$ cat src/rtl/muldiv_unit_pkg.sv
// Shared pipeline types for the EX-stage HI/LO multiply/divide unit.
package pipTypes;

  typedef enum logic [2:0] {
    OP_MUL  = 3'd0,
    OP_DIV  = 3'd1,
    OP_MTHI = 3'd2,
    OP_MTLO = 3'd3,
    OP_MFHI = 3'd4,
    OP_MFLO = 3'd5
  } muldiv_op_t;

  typedef enum logic [1:0] {
    MD_IDLE  = 2'd0,
    MD_MUL   = 2'd1,
    MD_DIV   = 2'd2,
    MD_FIXUP = 2'd3
  } muldiv_state_t;

  localparam int MULDIV_ITERS = 32;

endpackage

$ cat src/rtl/muldiv_unit_div_step.sv
// One restoring-divide step: shift in the next dividend bit, subtract the divisor if it fits.
module muldiv_div_step #(
  parameter int WIDTH = 32
) (
  input  logic [WIDTH:0]   rem_in,
  input  logic [WIDTH-1:0] divisor,
  input  logic             bit_in,
  output logic [WIDTH:0]   rem_out,
  output logic             q_bit
);

  logic [WIDTH+1:0] shifted;
  logic [WIDTH:0]   diff;

  always_comb begin
    shifted = {rem_in, bit_in};
    q_bit   = (shifted >= {2'b00, divisor});
    diff    = shifted[WIDTH:0] - {1'b0, divisor};
    rem_out = q_bit ? diff : shifted[WIDTH:0];
  end

endmodule

$ cat src/rtl/muldiv_unit.sv
// Iterative HI/LO multiply/divide unit (shift-add multiply, restoring divide).
// Optional MULDIV_EARLY_OUT_EN: multiply stops once the remaining multiplier bits are zero.
module muldiv_unit
  import pipTypes::*;
#(
  parameter int WIDTH = MULDIV_ITERS
) (
  input  logic             clock,
  input  logic             reset,
  input  logic             req_valid,
  output logic             req_ready,
  input  muldiv_op_t       req_op,
  input  logic             req_unsigned,
  input  logic [WIDTH-1:0] a,
  input  logic [WIDTH-1:0] b,
  input  logic             flush,
  output logic             busy,
  output logic             done,
  output logic [WIDTH-1:0] hi,
  output logic [WIDTH-1:0] lo,
  output logic [1:0]       dbg_state
);

  localparam int CW = $clog2(WIDTH);

  // Handshake: a request transfers on a rising edge with req_valid & req_ready & ~flush;
  // req_ready is high only in IDLE and never depends on req_valid.
  muldiv_state_t      state;
  logic [CW-1:0]      iter;
  logic [2*WIDTH-1:0] acc;
  logic [2*WIDTH-1:0] mcand;
  logic [WIDTH-1:0]   mplier;
  logic [WIDTH-1:0]   dvd;
  logic [WIDTH-1:0]   divisor;
  logic [WIDTH-1:0]   raw_a;
  logic [WIDTH:0]     rem;
  logic               neg_q;
  logic               neg_r;
  logic               div_zero;
  logic               is_div;

  logic               accept;
  logic               a_neg;
  logic               b_neg;
  logic [WIDTH-1:0]   a_abs;
  logic [WIDTH-1:0]   b_abs;
  logic [2*WIDTH-1:0] mul_add;
  logic [WIDTH-1:0]   mplier_next;
  logic               mul_last;
  logic               div_last;
  logic [WIDTH:0]     rem_nx;
  logic               q_bit;
  logic [2*WIDTH-1:0] prod;
  logic [WIDTH-1:0]   quot;
  logic [WIDTH-1:0]   remd;

  assign req_ready = (state == MD_IDLE);
  assign busy      = (state != MD_IDLE);
  assign dbg_state = state;
  assign accept    = req_valid & req_ready & ~flush;

  always_comb begin
    a_neg       = ~req_unsigned & a[WIDTH-1];
    b_neg       = ~req_unsigned & b[WIDTH-1];
    a_abs       = a_neg ? -a : a;
    b_abs       = b_neg ? -b : b;
    mul_add     = mplier[0] ? (acc + mcand) : acc;
    mplier_next = mplier >> 1;
`ifdef MULDIV_EARLY_OUT_EN
    mul_last    = (mplier_next == '0) || (iter == CW'(WIDTH - 1));
`else
    mul_last    = (iter == CW'(WIDTH - 1));
`endif
    div_last    = (iter == CW'(WIDTH - 1));
    prod        = neg_q ? -acc : acc;
    quot        = neg_q ? -dvd : dvd;
    remd        = neg_r ? -rem[WIDTH-1:0] : rem[WIDTH-1:0];
  end

  muldiv_div_step #(.WIDTH(WIDTH)) u_div_step (
    .rem_in  (rem),
    .divisor (divisor),
    .bit_in  (dvd[WIDTH-1]),
    .rem_out (rem_nx),
    .q_bit   (q_bit)
  );

  always_ff @(posedge clock or posedge reset) begin
    if (reset) begin
      state    <= MD_IDLE;
      iter     <= '0;
      acc      <= '0;
      mcand    <= '0;
      mplier   <= '0;
      dvd      <= '0;
      divisor  <= '0;
      raw_a    <= '0;
      rem      <= '0;
      neg_q    <= 1'b0;
      neg_r    <= 1'b0;
      div_zero <= 1'b0;
      is_div   <= 1'b0;
      done     <= 1'b0;
      hi       <= '0;
      lo       <= '0;
    end else begin
      done <= 1'b0;
      case (state)
        MD_IDLE: begin
          if (accept) begin
            case (req_op)
              OP_MTHI: hi <= a;
              OP_MTLO: lo <= a;
              OP_MUL: begin
                state  <= MD_MUL;
                iter   <= '0;
                acc    <= '0;
                mcand  <= {{WIDTH{1'b0}}, a_abs};
                mplier <= b_abs;
                neg_q  <= a_neg ^ b_neg;
                is_div <= 1'b0;
              end
              OP_DIV: begin
                state    <= MD_DIV;
                iter     <= '0;
                rem      <= '0;
                dvd      <= a_abs;
                divisor  <= b_abs;
                raw_a    <= a;
                div_zero <= (b == '0);
                neg_q    <= a_neg ^ b_neg;
                neg_r    <= a_neg;
                is_div   <= 1'b1;
              end
              default: ;
            endcase
          end
        end
        MD_MUL: begin
          if (flush) begin
            state <= MD_IDLE;
            iter  <= '0;
          end else begin
            acc    <= mul_add;
            mcand  <= mcand << 1;
            mplier <= mplier_next;
            iter   <= iter + CW'(1);
            if (mul_last) begin
              state <= MD_FIXUP;
              iter  <= '0;
            end
          end
        end
        MD_DIV: begin
          if (flush) begin
            state <= MD_IDLE;
            iter  <= '0;
          end else begin
            rem  <= rem_nx;
            dvd  <= {dvd[WIDTH-2:0], q_bit};
            iter <= iter + CW'(1);
            if (div_last) begin
              state <= MD_FIXUP;
              iter  <= '0;
            end
          end
        end
        MD_FIXUP: begin
          // hi/lo change only here, so EX never sees a partial result.
          state <= MD_IDLE;
          if (!flush) begin
            done <= 1'b1;
            if (is_div) begin
              if (div_zero) begin
                lo <= '1;
                hi <= raw_a;
              end else begin
                lo <= quot;
                hi <= remd;
              end
            end else begin
              {hi, lo} <= prod;
            end
          end
        end
        default: state <= MD_IDLE;
      endcase
    end
  end

endmodule

$ cat config.mk
export PLATFORM = sky130hd
export DESIGN_NAME = muldiv_unit
export DESIGN_NICKNAME = d
export VERILOG_FILES = /design/src/rtl/muldiv_unit_pkg.sv /design/src/rtl/muldiv_unit_div_step.sv /design/src/rtl/muldiv_unit.sv
export SDC_FILE = /design/constraint.sdc
export NUM_CORES = 1
export LEC_CHECK = 0
export CAP_MARGIN = 5
export CORE_MARGIN = 1.5
export CORE_UTILIZATION = 50
export CTS_BUF_LIST = sky130_fd_sc_hd__clkbuf_2
export DETAILED_ROUTE_END_ITERATION = 8
export GPL_TIMING_DRIVEN = 0
export PLACE_DENSITY = 0.65
export REMOVE_ABC_BUFFERS = 1
export SYNTH_ARGS = -nofsm -noshare
export SYNTH_HDL_FRONTEND = slang
export SYNTH_SLANG_ARGS = --single-unit
$ cat constraint.sdc
create_clock -name clock -period 15.9 [get_ports clock]
set_clock_uncertainty 0.05 [all_clocks]
set_input_delay 1.59 -clock clock [delete_from_list [all_inputs] [get_ports clock]]
set_output_delay 1.59 -clock clock [all_outputs]
set_load 0.005 [all_outputs]
# Word level (Yosys, flattened, before mapping)
# Index checks and enable logic that the tools add are counted.
# W data, S select, Z words.
[word_totals]
reg_bits = 365
elab_cells = 124
out_inout_bits = 69
[classes]
addsub = 8
muxes = 52
n_reduce_logical = 21
n_bitwise = 7
magnitude_cmp = 1
eq_ne = 19
[ops]
columns = ["op", "count"]
rows = [
  ["$mux W32", 20],
  ["$mux W64", 8],
  ["$pmux W32 S2", 4],
  ["$pmux W64 S2", 2],
  ["$mux W33", 4],
  ["$neg A32 Y32", 4],
  ["$pmux W33 S2", 1],
  ["$add A64 B64 Y64", 1],
  ["$neg A64 Y64", 1],
  ["$ge A34 B32 Y1", 1],
  ["$sub A33 B32 Y33", 1],
  ["$logic_not A32 Y1", 1],
  ["$mux W5", 4],
  ["$reduce_and A4 Y1", 4],
  ["$reduce_and A3 Y1", 5],
  ["$reduce_bool A2 Y1", 6],
  ["$ne A2 B1 Y1 const B", 5],
  ["$ne A2 B2 Y1 const B", 5],
  ["$pmux W5 S2", 1],
  ["$eq A3 B2 Y1 const B", 2],
  ["$mux W2", 3],
  ["$ne A3 B1 Y1 const B", 2],
  ["$pmux W2 S3", 1],
  ["$add A5 B1 Y5 const B", 1],
  ["other kinds (14)", 21],
]

# Depth between registers and ports, before layout
# Gate-level depths: netlist (run 1).
[depth]
word_depth = 6
depth_mapped = 17

# Hierarchy
# From an unflattened synthesis (run 1), not the netlist that was laid out.
[hier_totals]
cells_unflattened = 3101
area_unflattened_um2 = 25463.2
[by_module_without_submodules]
columns = ["module", "cells_each", "instances", "area_each_um2", "seq_area_each_um2"]
rows = [
  ["muldiv_unit", 2755, 1, 23272.3, 9133.8],
  ["muldiv_div_step", 346, 1, 2190.9, 0.0],
]

# Least setup slack after synthesis (run 1)
# OpenSTA, ideal clock, no wires.
[synth_path]
kind = "in2reg"
start = "input b[10]"
end = "register mplier[28]"
setup_time_ns = 0.133
stages = 10
path_buffers = 0
arrival_time_ns = 3.833
setup_slack_ns = 11.884
t_required_ns = 15.717
cell_sequence = "or4_1 -> or3_1 -> nor4_2 -> nor4b_4 -> nand3_1 -> o31ai_1 -> xor2_1 -> nor2_1 -> a21oi_1 -> o21ai_0"
[synth_between]
elab_chain_cells = 5
[synth_rtl]
columns = ["element", "line", "source"]
rows = [
  ["start: declaration", "muldiv_unit.sv:15", "input logic [WIDTH-1:0] b,"],
  ["$neg A32 Y32", "muldiv_unit.sv:66", "b_abs = b_neg ? -b : b;"],
  ["$mux W32", "muldiv_unit.sv:66", ""],
  ["$mux W32", "muldiv_unit.sv:111", "case (req_op)"],
  ["$mux W32", "muldiv_unit.sv:110", "if (accept) begin"],
  ["$pmux W32 S2", "muldiv_unit.sv:108", "case (state)"],
  ["end signal: assignment", "muldiv_unit.sv:119", "mplier <= b_abs;"],
  ["end signal: assignment", "muldiv_unit.sv:146", "mplier <= mplier_next;"],
  ["end: declaration", "muldiv_unit.sv:32", "logic [WIDTH-1:0] mplier;"],
]
# No other way between the ends. The select of a mux whose other input is x is not followed.
# A chain may end at the register's enable or synchronous reset.

# Worst setup path in the final report (run 1)
[layout_path]
start = "register state[1] (netlist: dbg_state[1])"
end = "output busy"
[layout_between]
elab_chain_cells = 1
[layout_rtl]
columns = ["element", "line", "source"]
rows = [
  ["start: declaration", "muldiv_unit.sv:28", "muldiv_state_t state;"],
  ["start signal: assignment", "muldiv_unit.sv:90", "state <= MD_IDLE;"],
  ["start signal: assignment", "muldiv_unit.sv:115", "state <= MD_MUL;"],
  ["start signal: assignment", "muldiv_unit.sv:124", "state <= MD_DIV;"],
  ["$reduce_bool A2 Y1", "muldiv_unit.sv:58", "assign busy = (state != MD_IDLE);"],
  ["end: declaration", "muldiv_unit.sv:17", "output logic busy,"],
]
# No other way between the ends.

==> impl_metrics.toml, run 1 <==
[setup_path]
cp_max_fo = 9
crit_required_ns = 14.26
ff2ff_setup_slack_ns = 11.08
timing.rr.start = "dbg_state[1]$_DFFE_PP0P_"
critPathCaptureType = "output pin"
startpoint_type = "flop"
reg2reg_depth = 9
worstSetupPathType = "flop to output pin"
arrival_ns = 3.22
r2r_end = "rem[30]$_DFFE_PP0P_"

[power_and_ir_drop]
ir_drop_mv = 0.155
comb_power_share_pct = 60.7
swShare_pct = 49.3
switchingPower_mw = 3.00
p_leak_nw = 12.8
seq_power_share_pct = 27.0
internal_power_mw = 3.09
pwr-share-clk_pct = 12.3
power_density_mw_per_mm2 = 213

[global_routing]
grt_max_degree = 121
grt_pass1_vias = 22331
grt_pass1_wl_mm = 124
overflow = 0
grt_usage_pct = 29.5
antenna_found_initial = 3

[routing]
drt_iter0_drc = 2128
drc = 0
first_pass_iters = 8
postRouteWirelength_mm = 77.8
vias = 23351
viasPerCell = 5.95
wl_per_cell_um = 19.8
ant_nets = 0

[placed_design]
place_inst = 3730
place_area_mm2 = 0.0275
gp_congestion = 0.938
dp_hpwl_mm = 57.3
place.port_buffers = 140

[cells_and_area]
fin_cells = 3923
drive_above_1_share_pct = 8.46
syn_to_final_growth_pct = 11.9
design_area_mm2 = 0.0285
final_core_util_pct = 56.8
fin_nets = 3346

[synth]
yosysMostFrequentCell = "nand2_1"
synth-seq-area-share_pct = 35.9
synth_edf_count = 0
synth-compound-area-share_pct = 22.1
ys_types = 83
ys_async_sr_fraction_pct = 100
synth_top_family_by_area = "compound AO/OA/AOI/OAI gates"
ys_warn_count = 0
netlist_top_cells_count = "500 x nand2_1, 381 x o21ai_0, 365 x dfrtp_1"
yosys.area_share.adder_pct = 5.36
synth_cells = 3087
synth_mux_area_share_pct = 5.57
yosysTopAreaCell = "dfrtp_1"
synth_top_area_share_pct = 35.9
synth_area_mm2 = 0.0255
synth_xor_area_share_pct = 9.04
synth_area_leaders = "dfrtp_1 36%, o21ai_0 7.5%, nand2_1 7.4%, xnor2_1 5.9%, ha_1 5.2%"
yosys.area_share.simple_pct = 17.9
syn_avg_cell_area_um2 = 8.25
synth_flop_cell = "dfrtp_1"
yosys_register_bits = 365

[clocking]
cts_tree = "yes"
cts_buffer_depth = 3
postCtsSetupRepairBufs = 0
cts-root-buf = "clkbuf_2"
hold_buffers = 0
numCtsBuffers = 105
clk_pin_slew_ns = 0.09
worstSkewPairLatency_ns = 1.14
clkSinkCount = 365
cts_resized = 0
htree_levels = 3

[floorplanning]
rows = 82
core_mm2 = 0.0502
design.die.area_mm2 = 0.0523
top_level_ports = 141
fp.dieW_um = 229
die_h_um = 229
initial_utilization_pct = 50.8

[sta]
fmax_mhz = 206
rsz0062_at_grt = "false"
slew_headroom_pct = 20.6
tightest_slew_ns = 1.19
setup_viol = 0
period_share_pct = 30.6
slew_violations = 0
layout_min_cycle_time_ns = 4.86
hold_viol = 0

[run]
cap_violations = 0

[worst_hold_path]
hp-start = "hi[9]$_DFFE_PP0P_"
hp-class = "flop to flop"
min_to = "hi[9]$_DFFE_PP0P_"
whs_path_depth = 2

[outcome]
outcome = "complete, no violations"
==> power groups by stage <==
stage	registers (mW)	logic (mW)	clock network [mW]
2_1_floorplan	1.56	2.52	0
3_3_place_gp	1.68	3.46	0
3_5_place_dp	1.65	3.63	0
4_1_cts	1.64	3.65	0.770
5_1_grt	1.69	4.05	0.821
6_report	1.64	3.69	0.747
==> registers in the layout, indices dropped and copies added (netlist names) <==
| name | flops |
|---|---|
| acc | 64 |
| dbg_state | 2 |
| div_zero | 1 |
| divisor | 32 |
| done | 1 |
| dvd | 32 |
| hi | 32 |
| is_div | 1 |
| iter | 5 |
| lo | 32 |
| mcand | 64 |
| mplier | 32 |
| neg_q | 1 |
| neg_r | 1 |
| raw_a | 32 |
| rem | 33 |
==> stage by stage <==
| step | hold WS, ns | setup WS [ns] | TNS (ns) | total power [mW] |
|---|---|---|---|---|
| after floorplan | 0.395 | 4.13 | 0 | 4.07 |
| after global placement | 0.410 | -0.687 | -234.66 | 5.14 |
| after detailed placement | 0.419 | 10.38 | 0 | 5.28 |
| after CTS | 0.439 | 10.92 | 0 | 6.06 |
| after global routing | 0.454 | 10.78 | 0 | 6.56 |
| final | 0.432 | 11.04 | 0 | 6.08 |
==> per-layer routing <==
metal  vias up  global-route usage (%)  wire (um)
met5         -                       0          0
met4         0                    8.94       1660
met3       114                    4.78       5620
met2       833                    45.7      34600
met1     11257                    42.3      35900
li1      11147                       -          -
==> layout by cell type (no fill, tap or decap), types with 9 or more instances in the layout <==
cell type        synthesis  layout
a211oi_1                16      16
a21boi_0                14      14
a21o_1                  52      52
a21oi_1                238     237
a31oi_1                 27      27
and3_1                  13      13
buf_16                   0       9
clkbuf_2                 1     156
clkdlybuf4s50_1          0     140
clkinv_1                 2      28
dfrtp_1                365     362
ha_1                   106     104
inv_1                   90      88
mux2_2                  31      31
mux2i_1                107     107
nand2_1                500     499
nand2b_1                18      18
nand3_1                 78      78
nand4_1                 21      21
nor2_1                 187     186
nor2b_1                 24      24
nor3_1                  37      37
nor4_1                  22      22
o211ai_1                12      12
o21a_1                  17      17
o21ai_0                381     381
o21bai_1                23      22
o221ai_1                22      22
o31a_1                  10       9
o31ai_1                 51      51
o41ai_1                 20      20
or2_2                   12      11
or3_1                   25      25
or4_1                   19      19
xnor2_1                172     172
xor2_1                  91      91
==> cells by family (layout without fill, tap and decap cells) <==
family	count (synthesis)	after routing
adders and majority gates	108	108
other	0	1
AOI/OAI and AO/OA	938	938
and+or+nand+nor	996	996
DFF	365	365
muxes	138	138
buffers and inverters	279	442
xor gates and xnor gates	263	263
==> worst max-delay path: stages (launching register included) <==
cell and delay [ns]:
dfrtp_1 0.48, inv_1 0.18, ha_1 0.46, clkinv_1 0.43
clkdlybuf4s50_1 0.56
==> worst max path at each step <==
stage | start | endpoint | slack (ns) | depth (start not counted)
after floorplan | reset | acc[0]$_DFFE_PP0P_ | 4.13 | 1
after global placement | reset | acc[54]$_DFFE_PP0P_ | -0.69 | 2
after detailed placement | flush | rem[23]$_DFFE_PP0P_ | 10.38 | 7
after CTS | dbg_state[1]$_DFFE_PP0P_ | busy | 10.92 | 4
after global routing | dbg_state[1]$_DFFE_PP0P_ | rem[22]$_DFFE_PP0P_ | 10.78 | 9
final | dbg_state[1]$_DFFE_PP0P_ | busy | 11.04 | 4
==> layout make-up <==
class / count / area, um^2
multi-input combinational: 2443 / 15400
tap: 672 / 841
clock inverter: 35 / 220
sequential: 365 / 9140
inverter: 92 / 354
antenna: 1 / 2.50
fill: 4695 / 21700
clock buffer: 156 / 781
timing repair buffer: 159 / 1830
Power figures use the tool's default switching activity.
==> inputs of run 2 (changes only) <==
==> constraint.sdc (replaced) <==
create_clock -name clock -period 4.55 [get_ports clock]
set_clock_uncertainty 0.05 [all_clocks]
set_input_delay 0.455 -clock clock [delete_from_list [all_inputs] [get_ports clock]]
set_output_delay 0.455 -clock clock [all_outputs]
set_load 0.005 [all_outputs]
==> impl_metrics.toml, run 2 (same netlist as run 1, synthesis figures left out) <==
[setup_path]
ff2ff_setup_slack_ns = 0.25
timing.rr.start = "dvd[31]$_DFFE_PP0P_"
path_buf_inv = 3
cp_max_fo = 36
crit_required_ns = 5.51
cp_cell_sequence = "inv_1 > ha_1 > inv_1 > fa_1 > a21oi_1 > o21ai_0 > a2111oi_2 > o31ai_1 > a21oi_2 > o21bai_2 > a31o_2 > o22a_2 > buf_12 > mux2i_1 > a21oi_1 > a21oi_1"
r2r_end = "rem[27]$_DFFE_PP0P_"
cp_top_family = "compound AO/OA/AOI/OAI gates"
startpoint_type = "flop"
critical-path-slowest-cell = "o31ai_1"
critPathCaptureType = "flop"
crit_top_cell = "a21oi_1"
critPathMaxStageDelay_ns = 0.61
reg2reg_depth = 16
worstSetupPathType = "flop to flop"
arrival_ns = 5.26

[placed_design]
gp_congestion = 0.938
place_inst = 3730
dp_hpwl_mm = 57.3
place.port_buffers = 140
post-place-ws_ns = -0.183

[routing]
drc = 0
viasPerCell = 5.95
drt_iter0_drc = 2207
postRouteWirelength_mm = 78.3
wl_per_cell_um = 19.8
ant_nets = 0
vias = 23567
first_pass_iters = 6

[cells_and_area]
final_cell_mix = "499 x nand2_1, 381 x o21ai_0, 362 x dfrtp_1"
reg_top3 = "acc (64), mcand (64), rem (33)"
mostFrequentLayoutCell = "nand2_1"
fin_nets = 3381
syn_to_final_growth_pct = 13.4
fin_cells = 3959
drive_above_1_share_pct = 8.52

[global_routing]
grt_max_degree = 121
overflow = 0
grt_usage_pct = 29.8
grt_pass1_wl_mm = 125
antenna_found_initial = 3
grt_pass1_vias = 22543

[power_and_ir_drop]
internal_power_mw = 10.8
ir_drop_mv = 0.540
power_density_mw_per_mm2 = 739
seq_power_share_pct = 26.9
p_leak_nw = 13.0
swShare_pct = 49.2
pwr-share-clk_pct = 12.2
comb_power_share_pct = 60.8
switchingPower_mw = 10.5

[sta]
fmax_mhz = 233
setup_viol = 0
postLayoutSetupSlackWorst_ns = 0.253
slew_violations = 0
rsz0062_at_grt = "false"
period_share_pct = 94.4
hold_viol = 0
slew_headroom_pct = 15.8
tightest_slew_ns = 1.26
layout_min_cycle_time_ns = 4.30

[clocking]
htree_levels = 3
clk_pin_slew_ns = 0.10
clkSinkCount = 365
numCtsBuffers = 105
cts_buffer_depth = 3
worstSkewPairLatency_ns = 1.15
cts_tree = "yes"
cts-root-buf = "clkbuf_2"

[worst_hold_path]
hp-start = "a[20]"
whs_path_depth = 3
hp-class = "primary input to flop"
min_to = "lo[20]$_DFFE_PP0P_"

[floorplanning]
core_mm2 = 0.0502
die_h_um = 229
fp.dieW_um = 229
design.die.area_mm2 = 0.0523
top_level_ports = 141
rows = 82
initial_utilization_pct = 50.8

[outcome]
outcome = "complete, no violations"

[run]
cap_violations = 0
-- run 2: worst max-delay path by stage --
stage,startpoint,end,slack [ns],cells after the start
finish,dvd[31]$_DFFE_PP0P_,rem[27]$_DFFE_PP0P_,0.25,16
CTS,dbg_state[1]$_DFFE_PP0P_,rem[30]$_DFFE_PP0P_,0.1,9
global placement,reset,acc[54]$_DFFE_PP0P_,-10.90,2
detailed placement,dbg_state[1]$_DFFE_PP0P_,rem[1]$_DFFE_PP0P_,-0.18,9
global route,dvd[31]$_DFFE_PP0P_,rem[32]$_DFFE_PP0P_,0.02,15
floorplan,reset,acc[0]$_DFFE_PP0P_,-6.09,1
-- run 2: layout make-up --
type	instances	area, um^2
sequential	365	9140
clock inverter	35	220
multi-input combinational	2443	15400
tap	672	841
antenna	2	5.00
clock buffer	156	781
fill	4662	21300
inverter	92	354
timing repair buffer	194	2170
-- run 2: layer usage --
layer	track usage, %	routed length, um	vias up
met5	0	0	-
met4	9.04	1750	0
met3	4.79	5540	123
met2	46.3	34900	883
met1	42.4	36100	11344
li1	-	-	11217
-- run 2: timing repair --
| action | 4_1_cts | 5_1_grt |
|---|---|---|
| endpoints found under the setup margin | 32 | 33 |
| buffers inserted | 0 | 3 |
| pin swaps | 0 | 1 |
| hold buffers | 32 | 0 |
| endpoints found under the hold margin | 108 | 0 |
| resized for setup | 1 | 2 |
-- run 2: per-stage QoR --
stage	instance area (um^2)	setup TNS [ns]	power, mW	hold WS (ns)	utilization, %
after global routing	28900	0	23.0	0.0826	57.6
after global placement	27000	-5018.11	18.2	0.410	53.8
final	28900	0	21.3	0.0962	57.6
after floorplan	24800	-2453.37	13.9	0.395	-
after CTS	28800	0	21.2	0.00223	57.5
after detailed placement	27500	-4.47	18.5	0.419	54.8
-- run 2: power by group through the flow --
stage | combinational [mW] | clock, mW | sequential (mW)
2_1_floorplan | 8.49 | 0 | 5.40
3_3_place_gp | 12.4 | 0 | 5.89
3_5_place_dp | 12.7 | 0 | 5.77
4_1_cts | 12.8 | 2.69 | 5.72
5_1_grt | 14.2 | 2.87 | 5.91
6_report | 13.0 | 2.61 | 5.74
-- run 2: tightest hold or removal path: cells and delay by family --
family,cells,cell delay (ns)
AO/OA/AOI/OAI,1,0.08
AND/OR/NAND/NOR,1,0.13
buffers and inverters,1,0.56
